==> src/rtl/mdu_iter.sv <==
// Iterative multiply/divide unit: radix-2 shift-add multiply, restoring divide,
// multiply-accumulate into HI/LO, cancellable by IntReq.
module mdu_iter #(
    parameter int unsigned WIDTH = 32
) (
    input  logic             clk,
    input  logic             reset,
    input  logic             IntReq,
    input  logic             start,
    input  logic [2:0]       MDUOp,
    input  logic [WIDTH-1:0] A,
    input  logic [WIDTH-1:0] B,
    input  logic             HIWrite,
    input  logic             LOWrite,
    output logic [WIDTH-1:0] HI,
    output logic [WIDTH-1:0] LO,
    output logic             busy,
    output logic             done
);
    localparam int unsigned CntW = $clog2(WIDTH);

    typedef enum logic [1:0] {StIdle, StCalc, StFix} state_e;

    state_e             state_q;
    logic [CntW-1:0]    cnt_q;
    logic [WIDTH-1:0]   rem_q;
    logic [WIDTH-1:0]   quo_q;
    logic [WIDTH-1:0]   b_q;
    logic [WIDTH-1:0]   hi_q;
    logic [WIDTH-1:0]   lo_q;
    logic [2*WIDTH-1:0] acc_q;
    logic [2:0]         op_q;
    logic               sa_q;
    logic               sb_q;
    logic               busy_q;
    logic               done_q;

    logic [WIDTH-1:0]   abs_a;
    logic [WIDTH-1:0]   abs_b;
    logic               is_div;
    logic [WIDTH:0]     mul_sum;
    logic [WIDTH:0]     div_shift;
    logic [WIDTH-1:0]   div_diff;
    logic               div_ge;
    logic [2*WIDTH-1:0] prod;
    logic [WIDTH-1:0]   quot;
    logic [WIDTH-1:0]   remd;
    logic [2*WIDTH-1:0] fix_res;

    always_comb begin
        abs_a     = (MDUOp[0] && A[WIDTH-1]) ? -A : A;
        abs_b     = (MDUOp[0] && B[WIDTH-1]) ? -B : B;
        is_div    = (op_q[2:1] == 2'b01);

        // Multiply: {rem_q, quo_q} is the partial product shifting right.
        mul_sum   = {1'b0, rem_q} + (quo_q[0] ? {1'b0, b_q} : {(WIDTH+1){1'b0}});
        // Divide: rem_q is the partial remainder, quo_q shifts dividend out / quotient in.
        div_shift = {rem_q, quo_q[WIDTH-1]};
        div_ge    = (div_shift >= {1'b0, b_q});
        div_diff  = div_shift[WIDTH-1:0] - b_q;

        prod = {rem_q, quo_q};
        if (op_q[0] && (sa_q ^ sb_q)) begin
            prod = -prod;
        end
        quot = quo_q;
        remd = rem_q;
        if (op_q[0] && (sa_q ^ sb_q)) begin
            quot = -quot;
        end
        if (op_q[0] && sa_q) begin
            remd = -remd;
        end
        // Remainder already equals A on divide by zero; only the quotient needs forcing.
        if (b_q == '0) begin
            quot = '1;
        end

        if (is_div) begin
            fix_res = {remd, quot};
        end else if (op_q[2]) begin
            fix_res = op_q[1] ? (acc_q - prod) : (acc_q + prod);
        end else begin
            fix_res = prod;
        end
    end

    always_ff @(posedge clk or posedge reset) begin
        if (reset) begin
            state_q <= StIdle;
            cnt_q   <= '0;
            rem_q   <= '0;
            quo_q   <= '0;
            b_q     <= '0;
            hi_q    <= '0;
            lo_q    <= '0;
            acc_q   <= '0;
            op_q    <= '0;
            sa_q    <= 1'b0;
            sb_q    <= 1'b0;
            busy_q  <= 1'b0;
            done_q  <= 1'b0;
        end else begin
            done_q <= 1'b0;
            if (IntReq) begin
                state_q <= StIdle;
                busy_q  <= 1'b0;
            end else begin
                unique case (state_q)
                    StIdle: begin
                        if (start) begin
                            state_q <= StCalc;
                            busy_q  <= 1'b1;
                            cnt_q   <= '0;
                            op_q    <= MDUOp;
                            sa_q    <= MDUOp[0] & A[WIDTH-1];
                            sb_q    <= MDUOp[0] & B[WIDTH-1];
                            rem_q   <= '0;
                            quo_q   <= abs_a;
                            b_q     <= abs_b;
                            acc_q   <= {hi_q, lo_q};
                        end else begin
                            if (HIWrite) begin
                                hi_q <= A;
                            end
                            if (LOWrite) begin
                                lo_q <= A;
                            end
                        end
                    end
                    StCalc: begin
                        if (is_div) begin
                            rem_q <= div_ge ? div_diff : div_shift[WIDTH-1:0];
                            quo_q <= {quo_q[WIDTH-2:0], div_ge};
                        end else begin
                            rem_q <= mul_sum[WIDTH:1];
                            quo_q <= {mul_sum[0], quo_q[WIDTH-1:1]};
                        end
                        cnt_q <= cnt_q + CntW'(1);
                        if (cnt_q == CntW'(WIDTH - 1)) begin
                            state_q <= StFix;
                        end
                    end
                    StFix: begin
                        {hi_q, lo_q} <= fix_res;
                        state_q      <= StIdle;
                        busy_q       <= 1'b0;
                        done_q       <= 1'b1;
                    end
                    default: begin
                        state_q <= StIdle;
                        busy_q  <= 1'b0;
                    end
                endcase
            end
        end
    end

    assign HI   = hi_q;
    assign LO   = lo_q;
    assign busy = busy_q;
    assign done = done_q;

endmodule

==> config.mk <==
export PLATFORM = sky130hd
export DESIGN_NAME = mdu_iter
export DESIGN_NICKNAME = d
export VERILOG_FILES = /design/src/rtl/mdu_iter.sv
export SDC_FILE = /design/constraint.sdc
export NUM_CORES = 1
export LEC_CHECK = 0
export CAP_MARGIN = 30
export CORE_MARGIN = 10
export CORE_UTILIZATION = 57
export CTS_CLUSTER_DIAMETER = 200
export DETAILED_ROUTE_END_ITERATION = 6
export PLACE_DENSITY_LB_ADDON = 0.12
export SETUP_SLACK_MARGIN = 0.02
export SLEW_MARGIN = 40
export SYNTH_ARGS = -nofsm -noshare
export SYNTH_HDL_FRONTEND = slang
export SYNTH_SLANG_ARGS = --single-unit
==> constraint.sdc <==
create_clock -name clk -period 19.9 [get_ports clk]
set_clock_uncertainty 0.15 [all_clocks]
set_input_delay 2.985 -clock clk [delete_from_list [all_inputs] [get_ports clk]]
set_output_delay 2.985 -clock clk [all_outputs]
set_load 0.03 [all_outputs]
==> flow_metrics.py, run 1 <==
metrics = {
    "run_status": {
        "outcome": "complete, no violations",
    },
    "power_and_ir_drop": {
        "cellLeakagePower_nw": 11.0,
        "power.combinational.fraction_pct": 63.5,
        "power.share.sequential_pct": 20.7,
        "irDropWorstVdd_mv": 0.0804,
        "power_switching_share_pct": 49.8,
        "power_frac_clock_pct": 15.7,
        "power_per_cell_area_mw_per_mm2": 152,
        "cellInternalPower_mw": 1.96,
        "switching_power_mw": 1.95,
    },
    "synthesis": {
        "fraction_of_the_mapped_netlist_area_in_simple_logic_gates_pct": 20.0,
        "synthFlopType": "dfrtp_1",
        "synth_nets": 3188,
        "synth-xor-area-share_pct": 12.5,
        "synthCells": 2978,
        "synth_top_family_by_area": "compound AO/OA/AOI/OAI gates",
        "post_synth.cell_area_avg_um2": 7.70,
        "post_synthesis_compound_gate_area_fraction_pct": 25.4,
        "netlist-cell-type-count": 79,
        "mappedNetlistArea_mm2": 0.0229,
        "netlist.top_cell.by_area": "dfrtp_1",
        "synthTopCellsByArea": "dfrtp_1, ha_1, xor2_1",
        "asyncSetResetFlopFracSynth_pct": 100,
        "yosys.area.top_type_share_pct": 26.0,
        "number_of_synthesized_flops_with_an_enable_pin": 0,
        "synth_mux_area_share_pct": 3.78,
        "post_synth_adder_cell_area_pct": 7.57,
        "synth.yosys.warnings": 0,
        "yosys_register_bits": 238,
        "synth_sequential_area_ratio_pct": 26.0,
    },
    "worst_setup_path": {
        "r2r_setup_slack_ns": 11.98,
        "reg2regPathDepth": 25,
        "criticalPathCategory": "flip-flop to flip-flop",
        "critical_path.reg2reg.endpoint": "HI[20]",
        "regToRegStartpoint": "quo_q[0]",
        "critical_path_arrival_ns": 8.29,
        "crit_path_start_kind": "flip-flop",
        "critical_path.max_fanout": 35,
        "worst_ep_required_ns": 20.27,
        "critPathCaptureType": "flip-flop",
    },
    "min_path": {
        "whs_endpoint": "HI[0]",
        "timing.hold.worst_path_depth": 2,
        "timing.hold.worst.start": "HI[0]",
        "hold_class": "flip-flop to flip-flop",
    },
    "die": {
        "fp.dieW_um": 221,
        "start_util_pct": 57.7,
        "coreArea_mm2": 0.0397,
        "design.die.area_mm2": 0.0487,
        "fp.dieH_um": 221,
        "ioPinCount": 139,
        "standard_cell_row_count": 73,
    },
    "sta": {
        "final-max-slew-violation-count": 0,
        "layout_min_cycle_time_ns": 7.92,
        "finalHoldViolCount": 0,
        "setup_viol": 0,
        "min_period_over_period_pct": 39.8,
        "timing.setup.tns_ns": 0,
        "slew_headroom_pct": 40.2,
        "slew_at_the_pin_closest_to_its_max_slew_limit_ns": 0.892,
        "clock.fmax_mhz": 126,
        "rsz0062_at_grt": "false",
    },
    "global_route": {
        "grt_pass1_vias": 21100,
        "grtUsageTotal_pct": 32.1,
        "grt_pass1_wl_um": 123000,
        "globalRoute.totalOverflow": 0,
        "grt_start_max_net_pins": 99,
        "antenna_found_initial": 0,
    },
    "clocking": {
        "clkSlewWorstSetupHoldPaths_ns": 0.06,
        "cts.hold.buffers_added": 0,
        "ctsLongestPathBuffers": 3,
        "postCtsSetupRepairBufs": 0,
        "cts.repair.resized": 0,
        "clk_latency_ns": 0.60,
        "sink_count_of_the_clock_tree": 238,
        "clk_root_buffer_cell": "clkbuf_16",
        "tritoncts_clock_tree": "yes",
        "clock_tree.htree_level_count": 1,
        "numCtsBuffers": 31,
    },
    "routing": {
        "drt.antenna.violating_nets": 0,
        "drt_iter0_drc": 3026,
        "wire_per_inst_um": 22.7,
        "total_number_of_vias": 23000,
        "drt-vias-per-instance": 6.52,
        "firstDrtPassIters": 7,
        "number_of_remaining_drc_errors": 0,
        "postRouteWirelength_um": 80000,
    },
    "layout": {
        "layout.filler_cells": 3486,
        "areaGrowthSynthToFinish_pct": 12.0,
        "num-nets-final": 3189,
        "post_route_cells_drive_above_1_share_pct": 6.56,
        "final_area_mm2": 0.0257,
    },
    "place": {
        "dp.final_hpwl_um": 61000,
        "io_buffers": 138,
        "routabilityCongestion": 1.02,
        "placed_area_mm2": 0.0245,
    },
    "job": {
        "drv_cap": 0,
    },
}
-- metrics by stage --
stage                     hold WS, ns  utilization [%]  worst slack, ns  power [mW]  cells
after CTS                       0.358             64.6            12.05        3.85   3527
after global placement          0.324             61.6            12.33        3.17   3468
after floorplan                 0.330                -            10.23        2.60   2978
after global routing            0.373             64.7            11.12        4.19   3528
final                           0.353             64.7            11.98        3.91   3529
after detailed placement        0.345             61.8            12.08        3.22   3470
-- registers in the layout, indices dropped and copies added, names as in the netlist --
name / count
b_q: 32
busy: 1
op_q: 3
quo_q: 32
state_q: 2
sb_q: 1
sa_q: 1
cnt_q: 5
acc_q: 64
HI: 32
rem_q: 32
LO: 32
done: 1
-- per-layer routing --
layer | share of wire [%] | vias up | wire [um] | track usage [%]
li1 | - | 10700 | - | -
met1 | 44 | 10900 | 35000 | 46.0
met2 | 42 | 1189 | 33200 | 47.1
met3 | 9.5 | 177 | 7580 | 4.49
met4 | 5.3 | 0 | 4200 | 14.5
met5 | 0 | - | 0 | 0
-- cell usage in the layout (no fill, tap or decap), types with 51 or more instances in the layout --
cell type,count
dfrtp_1,236
nor3_1,52
ha_1,134
xor2_1,170
o21ai_0,253
a21o_1,68
inv_1,87
nand2_1,319
a211oi_1,51
clkdlybuf4s50_1,138
xnor2_1,156
nor2_1,288
a21oi_1,290
mux2_2,69
-- critical path, cell delays in order (launching register included) --
cell and delay, ns:
dfrtp_1 0.46, inv_2 0.47, ha_1 0.48, nor4b_1 0.49, and4bb_2 0.40, nand3_1 0.14
o41ai_1 0.35, xnor2_1 0.19, nor4_1 0.53, and4_1 0.38, nor2b_1 0.27, nor2_1 0.08
xor2_1 0.18, ha_1 0.40, a21o_1 0.21, a21o_1 0.16, a221oi_1 0.39, o221ai_1 0.21
o2bb2ai_1 0.17, a31o_2 0.24, o21ai_0 0.34, o21ai_0 0.28, a21o_1 0.24, a21oi_1 0.16
mux2_2 0.34, a31oi_1 0.15
-- synth_stat cells (all sizes together) (40+ instances only) --
library cell  instances
nor4                 40
nand3                49
a21oi               291
a211oi               51
mux2                 69
a21o                 68
o21ai               259
ha                  134
clkbuf              176
a31oi                49
inv                  88
nand2               319
xnor2               156
o31ai                40
nor3                 54
dfrtp               238
nor2                291
xor2                170
-- how the worst max path moves through the flow --
stage,start,to,slack (ns),cells after the start
after floorplan,reset,HI[0],10.23,1
after global placement,quo_q[0],HI[20],12.33,25
after detailed placement,quo_q[0],HI[20],12.08,25
after CTS,quo_q[0],HI[20],12.05,25
after global routing,quo_q[0],HI[31],11.12,23
final,quo_q[0],HI[20],11.98,25
-- area by class of cell --
cell class	count	area (um^2)	share of cell area, %
clock inverter	13	208	0.808
antenna	1	2.50	0.00974
clock buffer	44	915	3.56
timing repair buffer	165	1640	6.39
multi-input combinational	2453	16000	62.1
inverter	90	345	1.34
tap	525	657	2.56
sequential	238	5960	23.2
-- power by group through the flow --
stage	clock, mW	sequential [mW]	combinational, mW
floorplan	0	0.743	1.86
global placement	0	0.806	2.37
detailed placement	0	0.811	2.41
CTS	0.621	0.804	2.42
global route	0.643	0.830	2.72
finish	0.615	0.812	2.49
-- cells by family after synthesis --
kind of cell | Yosys count
buf+inv | 287
compound gates | 944
xor+xnor | 326
simple gates | 968
fa+ha+maj | 137
flops | 238
mux | 78
Note: power is estimated with default switching activity, not from simulation.
==> inputs of run 2 (changes only) <==
--- a/config.mk
+++ b/config.mk
@@ -7,7 +7,7 @@
 export LEC_CHECK = 0
 export CAP_MARGIN = 30
 export CORE_MARGIN = 10
-export CORE_UTILIZATION = 57
+export CORE_UTILIZATION = 56
 export CTS_CLUSTER_DIAMETER = 200
 export DETAILED_ROUTE_END_ITERATION = 6
 export PLACE_DENSITY_LB_ADDON = 0.12
==> constraint.sdc (replaced) <==
create_clock -name clk -period 7 [get_ports clk]
set_clock_uncertainty 0.15 [all_clocks]
set_input_delay 1.05 -clock clk [delete_from_list [all_inputs] [get_ports clk]]
set_output_delay 1.05 -clock clk [all_outputs]
set_load 0.03 [all_outputs]
==> flow_metrics.py, run 2 (synthesis results as in run 1) <==
metrics = {
    "sta": {
        "final-max-slew-violation-count": 0,
        "min_period_over_period_pct": 94.5,
        "setup_viol": 0,
        "slew_at_the_pin_closest_to_its_max_slew_limit_ns": 0.810,
        "layout_min_cycle_time_ns": 6.61,
        "rsz0062_at_grt": "false",
        "slew_headroom_pct": 46.0,
        "clock.fmax_mhz": 151,
        "finalHoldViolCount": 0,
        "timing.setup.tns_ns": 0,
    },
    "die": {
        "fp.dieH_um": 222,
        "coreArea_mm2": 0.0406,
        "start_util_pct": 56.4,
        "design.die.area_mm2": 0.0494,
        "fp.dieW_um": 222,
        "standard_cell_row_count": 74,
        "ioPinCount": 139,
    },
    "clocking": {
        "clk_latency_ns": 0.60,
        "ctsLongestPathBuffers": 3,
        "postCtsSetupRepairBufs": 0,
        "tritoncts_clock_tree": "yes",
        "clock_tree.htree_level_count": 1,
        "sink_count_of_the_clock_tree": 238,
        "cts.hold.buffers_added": 0,
        "clkSlewWorstSetupHoldPaths_ns": 0.06,
        "numCtsBuffers": 30,
        "clk_root_buffer_cell": "clkbuf_16",
    },
    "layout": {
        "num-nets-final": 3206,
        "largest_register_ffs": 64,
        "max_flop_register": "acc_q",
        "final_area_mm2": 0.0259,
        "areaGrowthSynthToFinish_pct": 13.0,
        "post_route_cells_drive_above_1_share_pct": 7.62,
        "final_common_cell": "nand2_1",
        "final_cell_mix": "nand2_1, a21oi_1, nor2_1",
        "diodes": 0,
    },
    "power_and_ir_drop": {
        "power.combinational.fraction_pct": 64.2,
        "switching_power_mw": 5.62,
        "cellLeakagePower_nw": 11.1,
        "cellInternalPower_mw": 5.56,
        "irDropWorstVdd_mv": 0.227,
        "power_per_cell_area_mw_per_mm2": 432,
        "power.share.sequential_pct": 20.8,
        "power_switching_share_pct": 50.3,
        "power_frac_clock_pct": 15.0,
    },
    "routing": {
        "firstDrtPassIters": 5,
        "total_number_of_vias": 23000,
        "drt.antenna.violating_nets": 0,
        "postRouteWirelength_um": 81400,
        "number_of_remaining_drc_errors": 0,
        "wire_per_inst_um": 22.9,
        "drt_iter0_drc": 2682,
        "drt-vias-per-instance": 6.48,
    },
    "global_route": {
        "grt_pass1_wl_um": 127000,
        "globalRoute.totalOverflow": 0,
        "grt_pass1_vias": 21700,
        "antenna_found_initial": 2,
        "grt_start_max_net_pins": 137,
        "grtUsageTotal_pct": 31.6,
    },
    "place": {
        "routabilityCongestion": 1.03,
        "io_buffers": 138,
        "dp.final_hpwl_um": 62200,
        "placed_area_mm2": 0.0248,
    },
    "worst_setup_path": {
        "crit_top_cell": "a21o_1",
        "critical_path_arrival_ns": 6.96,
        "worst_ep_required_ns": 7.35,
        "critical_path.reg2reg.endpoint": "HI[30]",
        "crit_path_cell_trace": "nor4_2, nand4_1, or3_1, o41ai_2, xor2_1, and4_1, nand3_1, nor3_2, a31oi_1, xnor2_1, ha_1, a21oi_1, nor2_1, o21ai_0, nand2b_1, a21o_1, a21o_1, a21o_1, a21o_1, a41oi_1, xnor2_1, a21oi_1, nor3_1",
        "regToRegStartpoint": "quo_q[20]",
        "crit_path_start_kind": "flip-flop",
        "cpPeakStageDelay_ns": 0.63,
        "critPathSlowestCell": "or3_1",
        "reg2regPathDepth": 23,
        "criticalPathCategory": "flip-flop to flip-flop",
        "critPathCaptureType": "flip-flop",
        "r2r_setup_slack_ns": 0.39,
        "critical_path.max_fanout": 10,
    },
    "min_path": {
        "whs_endpoint": "LO[10]",
        "timing.hold.worst.start": "LO[10]",
        "hold_class": "flip-flop to flip-flop",
        "timing.hold.worst_path_depth": 2,
    },
    "job": {
        "drv_cap": 0,
    },
    "run_status": {
        "outcome": "complete, no violations",
    },
}
run 2: changes by cell type in the layout (fill, tap and decap cells not counted), moves of 3 or more:
| cell | before | now |
|---|---|---|
| buf_16 | 1 | 4 |
| buf_4 | 19 | 38 |
| buf_6 | 5 | 1 |
| clkbuf_8 | 9 | 1 |
| clkinv_2 | 2 | 5 |
| clkinv_4 | 0 | 4 |
| nor4b_1 | 6 | 3 |
run 2: layout make-up:
| type | instances | area, um^2 |
|---|---|---|
| multi-input cells | 2453 | 16100 |
| fillers | 3605 | 14700 |
| flip-flops and latches | 238 | 5960 |
| repair buffers | 183 | 1830 |
| clock buffers | 36 | 805 |
| well taps | 532 | 666 |
| inverters | 90 | 342 |
| clock inverters | 20 | 258 |
run 2: stage by stage:
stage	utilization [%]	hold WS (ns)	setup WS (ns)	instances	power, mW
after floorplan	-	0.330	0.321	2978	7.39
after global placement	60.6	0.329	0.174	3492	9.11
after detailed placement	60.9	0.343	0.0303	3496	9.23
after CTS	63.5	0.357	0.157	3552	10.9
after global routing	63.8	0.385	0.0263	3552	12.0
final	63.8	0.352	0.388	3552	11.2
run 2: what timing repair did:
item	4_1_cts	5_1_grt
resized for setup	1	20
endpoints found under the hold margin	0	0
setup endpoints to repair	2	18
pin swaps	0	3
run 2: worst max path at each step:
stage | from | endpoint | slack, ns | cells after the start
CTS | quo_q[11] | HI[31] | 0.16 | 22
finish | quo_q[20] | HI[30] | 0.39 | 23
global route | quo_q[11] | HI[30] | 0.03 | 23
floorplan | quo_q[0] | HI[20] | 0.32 | 28
detailed placement | quo_q[1] | HI[31] | 0.03 | 24
global placement | quo_q[1] | HI[31] | 0.17 | 24
run 2: power groups by stage:
stage / sequential (mW) / combinational, mW / clock [mW]
6_report: 2.32 / 7.19 / 1.68
5_1_grt: 2.36 / 7.87 / 1.74
4_1_cts: 2.29 / 6.96 / 1.69
3_5_place_dp: 2.31 / 6.91 / 0
3_3_place_gp: 2.30 / 6.81 / 0
2_1_floorplan: 2.11 / 5.28 / 0
run 2: critical path: cells and delay by family, from the launching register on:
kind,cells,cell delay (ns)
adder cells (fa/ha/maj),1,0.40
AO/OA/AOI/OAI,10,1.89
AND/OR/NAND/NOR,9,2.60
XOR/XNOR,3,0.95
flip-flops,1,0.51
run 2: routing by layer:
layer  track usage, %  up-vias  wire [um]
li1                 -    10800          -
met4             13.3        2       3600
met3             5.24      166       7100
met2             47.9     1143      35100
met1             43.7    10900      35600
met5                0        -         13
